$ cat config.mk
export PLATFORM = sky130hd
export DESIGN_NAME = aes_round_ctrl
export DESIGN_NICKNAME = d
export VERILOG_FILES = /design/src/rtl/aes_pkg.sv /design/src/rtl/aes_kaddr_gen.sv /design/src/rtl/aes_round_ctrl.sv
export SDC_FILE = /design/constraint.sdc
export NUM_CORES = 1
export LEC_CHECK = 0
export ABC_AREA = 1
export CAP_MARGIN = 20
export CORE_MARGIN = 10
export CORE_UTILIZATION = 50
export CTS_CLUSTER_DIAMETER = 40
export CTS_CLUSTER_SIZE = 28
export DETAILED_ROUTE_END_ITERATION = 16
export PLACE_DENSITY = 0.83
export RECOVER_POWER = 25
export SLEW_MARGIN = 20
export SYNTH_ARGS = -nofsm -noshare
export SYNTH_HDL_FRONTEND = slang
export SYNTH_SLANG_ARGS = --single-unit
$ cat constraint.sdc
create_clock -name clk -period 2.8 [get_ports clk]
set_input_delay 0.56 -clock clk [delete_from_list [all_inputs] [get_ports clk]]
set_output_delay 0.56 -clock clk [all_outputs]
set_load 0.02 [all_outputs]
$ cat src/rtl/aes_pkg.sv
// Shared types and constants for the iterative AES round controller.
// Round counts, mode encoding and the FSM state set live here.
package aes_pkg;

    localparam int RW = 4;

    localparam int NR_128 = 10;
    localparam int NR_192 = 12;
    localparam int NR_256 = 14;

    localparam logic MODE_ENC = 1'b0;
    localparam logic MODE_DEC = 1'b1;

    typedef enum logic [2:0] {
        S_IDLE  = 3'd0,
        S_KEXP  = 3'd1,
        S_INIT  = 3'd2,
        S_ROUND = 3'd3,
        S_FINAL = 3'd4,
        S_DONE  = 3'd5
    } aes_state_e;

endpackage

$ cat src/rtl/aes_kaddr_gen.sv
// Round-key RAM address map: forward walk for encrypt and key expansion,
// reverse walk for decrypt.
module aes_kaddr_gen
    import aes_pkg::*;
#(
    parameter int NR = NR_128
) (
    input  logic       [RW-1:0] i_cnt,
    input  aes_state_e          i_state,
    input  logic                i_inv,
    output logic       [RW-1:0] o_addr
);

    localparam logic [RW-1:0] NR4 = RW'(NR);

    always_comb begin
        o_addr = '0;
        case (i_state)
            S_KEXP:  o_addr = i_cnt;
            S_INIT:  o_addr = i_inv ? NR4 : '0;
            S_ROUND: o_addr = i_inv ? (NR4 - i_cnt) : i_cnt;
            S_FINAL: o_addr = i_inv ? '0 : NR4;
            default: o_addr = '0;
        endcase
    end

endmodule

$ cat src/rtl/aes_round_ctrl.sv
// Moore sequencer for the one-round-per-cycle AES datapath: key expansion,
// initial AddRoundKey, middle rounds and final round.
module aes_round_ctrl
    import aes_pkg::*;
#(
    parameter int NR = NR_128
) (
    input  logic          clk,
    input  logic          reset,
    input  logic          start,
    input  logic          mode,
    input  logic          key_load,
    output logic          ready,
    output logic          key_valid,
    output logic          kram_we,
    output logic [RW-1:0] kram_addr,
    output logic          ksch_en,
    output logic          ld_state,
    output logic          rnd_en,
    output logic          last_rnd,
    output logic          inv,
    output logic [RW-1:0] round_idx,
    output logic          done,
    output logic          key_err,
    output logic          finished
);

    localparam logic [RW-1:0] NR4 = RW'(NR);

    aes_state_e    r_state;
    logic [RW-1:0] r_cnt;
    logic          r_inv;
    logic          r_kv;
    logic          r_fin;
    logic          r_kerr;
    logic [RW-1:0] w_addr;

    always_ff @(posedge clk or negedge reset) begin
        if (!reset) begin
            r_state <= S_IDLE;
            r_cnt   <= '0;
            r_inv   <= 1'b0;
            r_kv    <= 1'b0;
            r_fin   <= 1'b0;
            r_kerr  <= 1'b0;
        end else begin
            r_kerr <= 1'b0;
            case (r_state)
                S_IDLE: begin
                    r_cnt <= '0;
                    // key_load has priority; a coincident start is dropped
                    if (key_load) begin
                        r_state <= S_KEXP;
                        r_kv    <= 1'b0;
                    end else if (start && r_kv) begin
                        r_state <= S_INIT;
                        r_inv   <= mode;
                    end else if (start) begin
                        r_kerr <= 1'b1;
                    end
                end
                S_KEXP: begin
                    if (r_cnt >= NR4) begin
                        r_kv    <= 1'b1;
                        r_cnt   <= '0;
                        r_state <= S_IDLE;
                    end else begin
                        r_cnt <= r_cnt + 1'b1;
                    end
                end
                S_INIT: begin
                    r_cnt   <= 4'd1;
                    r_state <= S_ROUND;
                end
                S_ROUND: begin
                    if (r_cnt >= NR4 - 1'b1) begin
                        r_cnt   <= NR4;
                        r_state <= S_FINAL;
                    end else begin
                        r_cnt <= r_cnt + 1'b1;
                    end
                end
                S_FINAL: r_state <= S_DONE;
                S_DONE: begin
                    r_fin   <= 1'b1;
                    r_cnt   <= '0;
                    r_state <= S_IDLE;
                end
                default: r_state <= S_IDLE;
            endcase
        end
    end

    aes_kaddr_gen #(.NR(NR)) u_kaddr (
        .i_cnt   (r_cnt),
        .i_state (r_state),
        .i_inv   (r_inv),
        .o_addr  (w_addr)
    );

    always_comb begin
        ready     = 1'b0;
        kram_we   = 1'b0;
        ksch_en   = 1'b0;
        ld_state  = 1'b0;
        rnd_en    = 1'b0;
        last_rnd  = 1'b0;
        done      = 1'b0;
        round_idx = '0;
        case (r_state)
            S_IDLE:  ready = 1'b1;
            S_KEXP: begin
                kram_we   = 1'b1;
                ksch_en   = (r_cnt != '0);
                round_idx = r_cnt;
            end
            S_INIT:  ld_state = 1'b1;
            S_ROUND: begin
                rnd_en    = 1'b1;
                round_idx = r_cnt;
            end
            S_FINAL: begin
                rnd_en    = 1'b1;
                last_rnd  = 1'b1;
                round_idx = NR4;
            end
            S_DONE:  done = 1'b1;
            default: ready = 1'b0;
        endcase
    end

    assign kram_addr = w_addr;
    assign inv       = r_inv;
    assign key_valid = r_kv;
    assign finished  = r_fin;
    assign key_err   = r_kerr;

endmodule

==> results.yml <==
status:
  outcome: "complete, no violations"
cts:
  hold_buffers: 0
  h-tree-depth: 1
  post_cts_buffers: 0
  cts-root-buf: "clkbuf_4"
  cts_tree: "done"
  clk_latency_ns: 0.28
  cts_sinks: 11
  cts_buffer_depth: 2
  cts_buffers: 3
  post_cts_resized: 0
  path_clk_slew_ns: 0.07
min_path:
  worstHoldStart: "finished$_DFFE_PN0P_"
  whs_path_depth: 1
  hp-class: "flop to flop"
  min_to: "finished$_DFFE_PN0P_"
critical_path:
  cp.required_ns: 2.24
  endpoint_kind: "output port"
  rr_endpoint: "r_cnt[1]$_DFFE_PN0P_"
  r2r-start: "r_cnt[0]$_DFFE_PN0P_"
  cp-start-kind: "flop"
  reg2reg_depth: 9
  critPathKind: "flop to output port"
  rrSetupSlack_ns: 1.29
  worstPathMaxFanout: 8
  cp.arrival_ns: 2.12
finish:
  final_nets: 160
  drive_gt1_share_pct: 16.7
  final_util_pct: 72.2
  final_common_cell: "nand2_1"
  final_cell_mix: "31 x nand2_1, 22 x clkdlybuf4s50_1, 14 x inv_1"
  num-fill-cells: 131
  synthToLayoutAreaGrowth_pct: 33.2
  antenna_cells: 0
power:
  p_leak_uw: 0.000585
  powerDensity_mw_per_mm2: 1290
  peakVddDrop_mv: 0.892
  power_uw: 1440
place:
  io_buffers: 23
  place.gp.congestion: 0.919
  place_hpwl_mm: 1.90
die:
  die_h_um: 60.9
  io_pins: 24
  fp.coreArea_mm2: 0.00154
  row_count: 14
  die-area_mm2: 0.00371
  initial_core_util_pct: 54.2
  die_w_um: 60.9
timing:
  hold_viol: 0
  min_period_ns: 2.68
  fmax_ghz: 0.374
  skew_ns: 0.0114
  max_slew_margin_pct: 63.2
  worstMarginPinSlew_ns: 0.550
  maxSlewViolCount: 0
  rsz0062_at_grt: "false"
  setup_viol: 0
  fin_crit_sh_pct: 95.6
  setup-tns-final_ns: 0
routing:
  dr.pass1.iters: 4
  vias_per_cell: 5.42
  first_iter_violations: 31
  final_antenna_net_count: 0
  drc: 0
  vias: 900
  postRouteWirelength_mm: 2.39
  routedWlPerCell_um: 14.4
grt:
  grt_max_degree: 12
  grt_usage_pct: 14.2
  antenna_found_initial: 0
  grt_first_pass_wirelength_mm: 4.09
  grt_pass1_vias: 948
  grt.overflow.total: 0
synth:
  avgSynthCellArea_um2: 6.80
  synth.area.top_cells: "dfrtp_1 33%, nand2_1 14%, nand3_1 6.6%"
  ys_warn_count: 0
  mappedNetlistArea_um2: 836
  ys_types: 24
  syn_nets: 132
  synth_top_area_cell: "dfrtp_1"
  synth_seq_area_share_pct: 32.9
  ys_ff_latch: 11
  synth_cells: 123
  yosysTopAreaCellShare_pct: 32.9
flow_run:
  drv_cap: 0
==> through the flow <==
| step | hold slack, ns | cell area [um^2] | std cells | setup WS [ns] |
|---|---|---|---|---|
| after global placement | 0.450 | 1090 | 162 | 0.442 |
| after floorplan | 0.264 | 836 | 123 | 0.904 |
| after CTS | 0.476 | 1110 | 166 | 0.0978 |
| after detailed placement | 0.459 | 1090 | 162 | 0.424 |
| final | 0.473 | 1110 | 166 | 0.124 |
| after global routing | 0.487 | 1110 | 166 | 0.0190 |
==> worst max-delay path by stage <==
stage	startpoint	to	slack, ns	cells past startpoint
after floorplan	r_cnt[0]$_DFFE_PN0P_	kram_addr[2]	0.90	3
after global placement	r_cnt[0]$_DFFE_PN0P_	kram_addr[1]	0.44	6
after detailed placement	r_cnt[0]$_DFFE_PN0P_	kram_addr[1]	0.42	6
after CTS	r_cnt[0]$_DFFE_PN0P_	kram_addr[1]	0.1	6
after global routing	r_cnt[1]$_DFFE_PN0P_	kram_addr[1]	0.02	6
final	r_cnt[1]$_DFFE_PN0P_	kram_addr[1]	0.12	6
==> cell families (layout without fill, tap and decap cells) <==
logic type / count (synthesis) / in the layout / synth area share, %
buf+inv: 22 / 49 / 9.88
fa+ha+maj: 4 / 4 / 5.99
xor+xnor: 1 / 1 / 1.05
compound gates: 17 / 17 / 11.8
flops: 11 / 11 / 32.9
simple gates: 68 / 68 / 38.3
==> registers in the layout (all words and copies together) (netlist names) <==
| signal | flops |
|---|---|
| key_valid | 1 |
| r_cnt | 4 |
| inv | 1 |
| key_err | 1 |
| finished | 1 |
| r_state | 3 |
==> critical path: stages (launching register included) <==
cell and delay (ns):
dfrtp_1 0.50, inv_1 0.14, ha_1 0.31, inv_1 0.08, nand3_1 0.09, nand3_1 0.10
clkdlybuf4s50_1 0.61
==> metal layers <==
metal | share of wire [%] | track usage [%]
met5 | 0 | 0
met2 | 50 | 23.7
met4 | 1.2 | 6.90
met1 | 41 | 15.4
met3 | 7.8 | 5.43
==> power by group <==
group          internal [uW]  switching, uW
clock                   55.2           62.4
sequential               220           88.8
combinational            414            598
total                    689            749
==> Yosys cell counts, drive strengths merged <==
library cell	n
o31ai	1
dfrtp	11
a31oi	1
o22ai	1
o21ai	9
or2	1
xnor2	1
inv	22
ha	4
nand3	13
nor3	3
nand2	37
o211ai	2
nor2	13
nand4	1
a21oi	3
==> final cells by class <==
| cell class | instances | area (um^2) | share of cell area (%) |
|---|---|---|---|
| inverter | 22 | 82.6 | 7.42 |
| clock buffer | 4 | 26.3 | 2.36 |
| sequential | 11 | 277 | 24.8 |
| tap | 16 | 20.0 | 1.80 |
| multi-input combinational | 90 | 478 | 42.9 |
| timing repair buffer | 23 | 230 | 20.7 |
(Power assumes the default switching activity.)
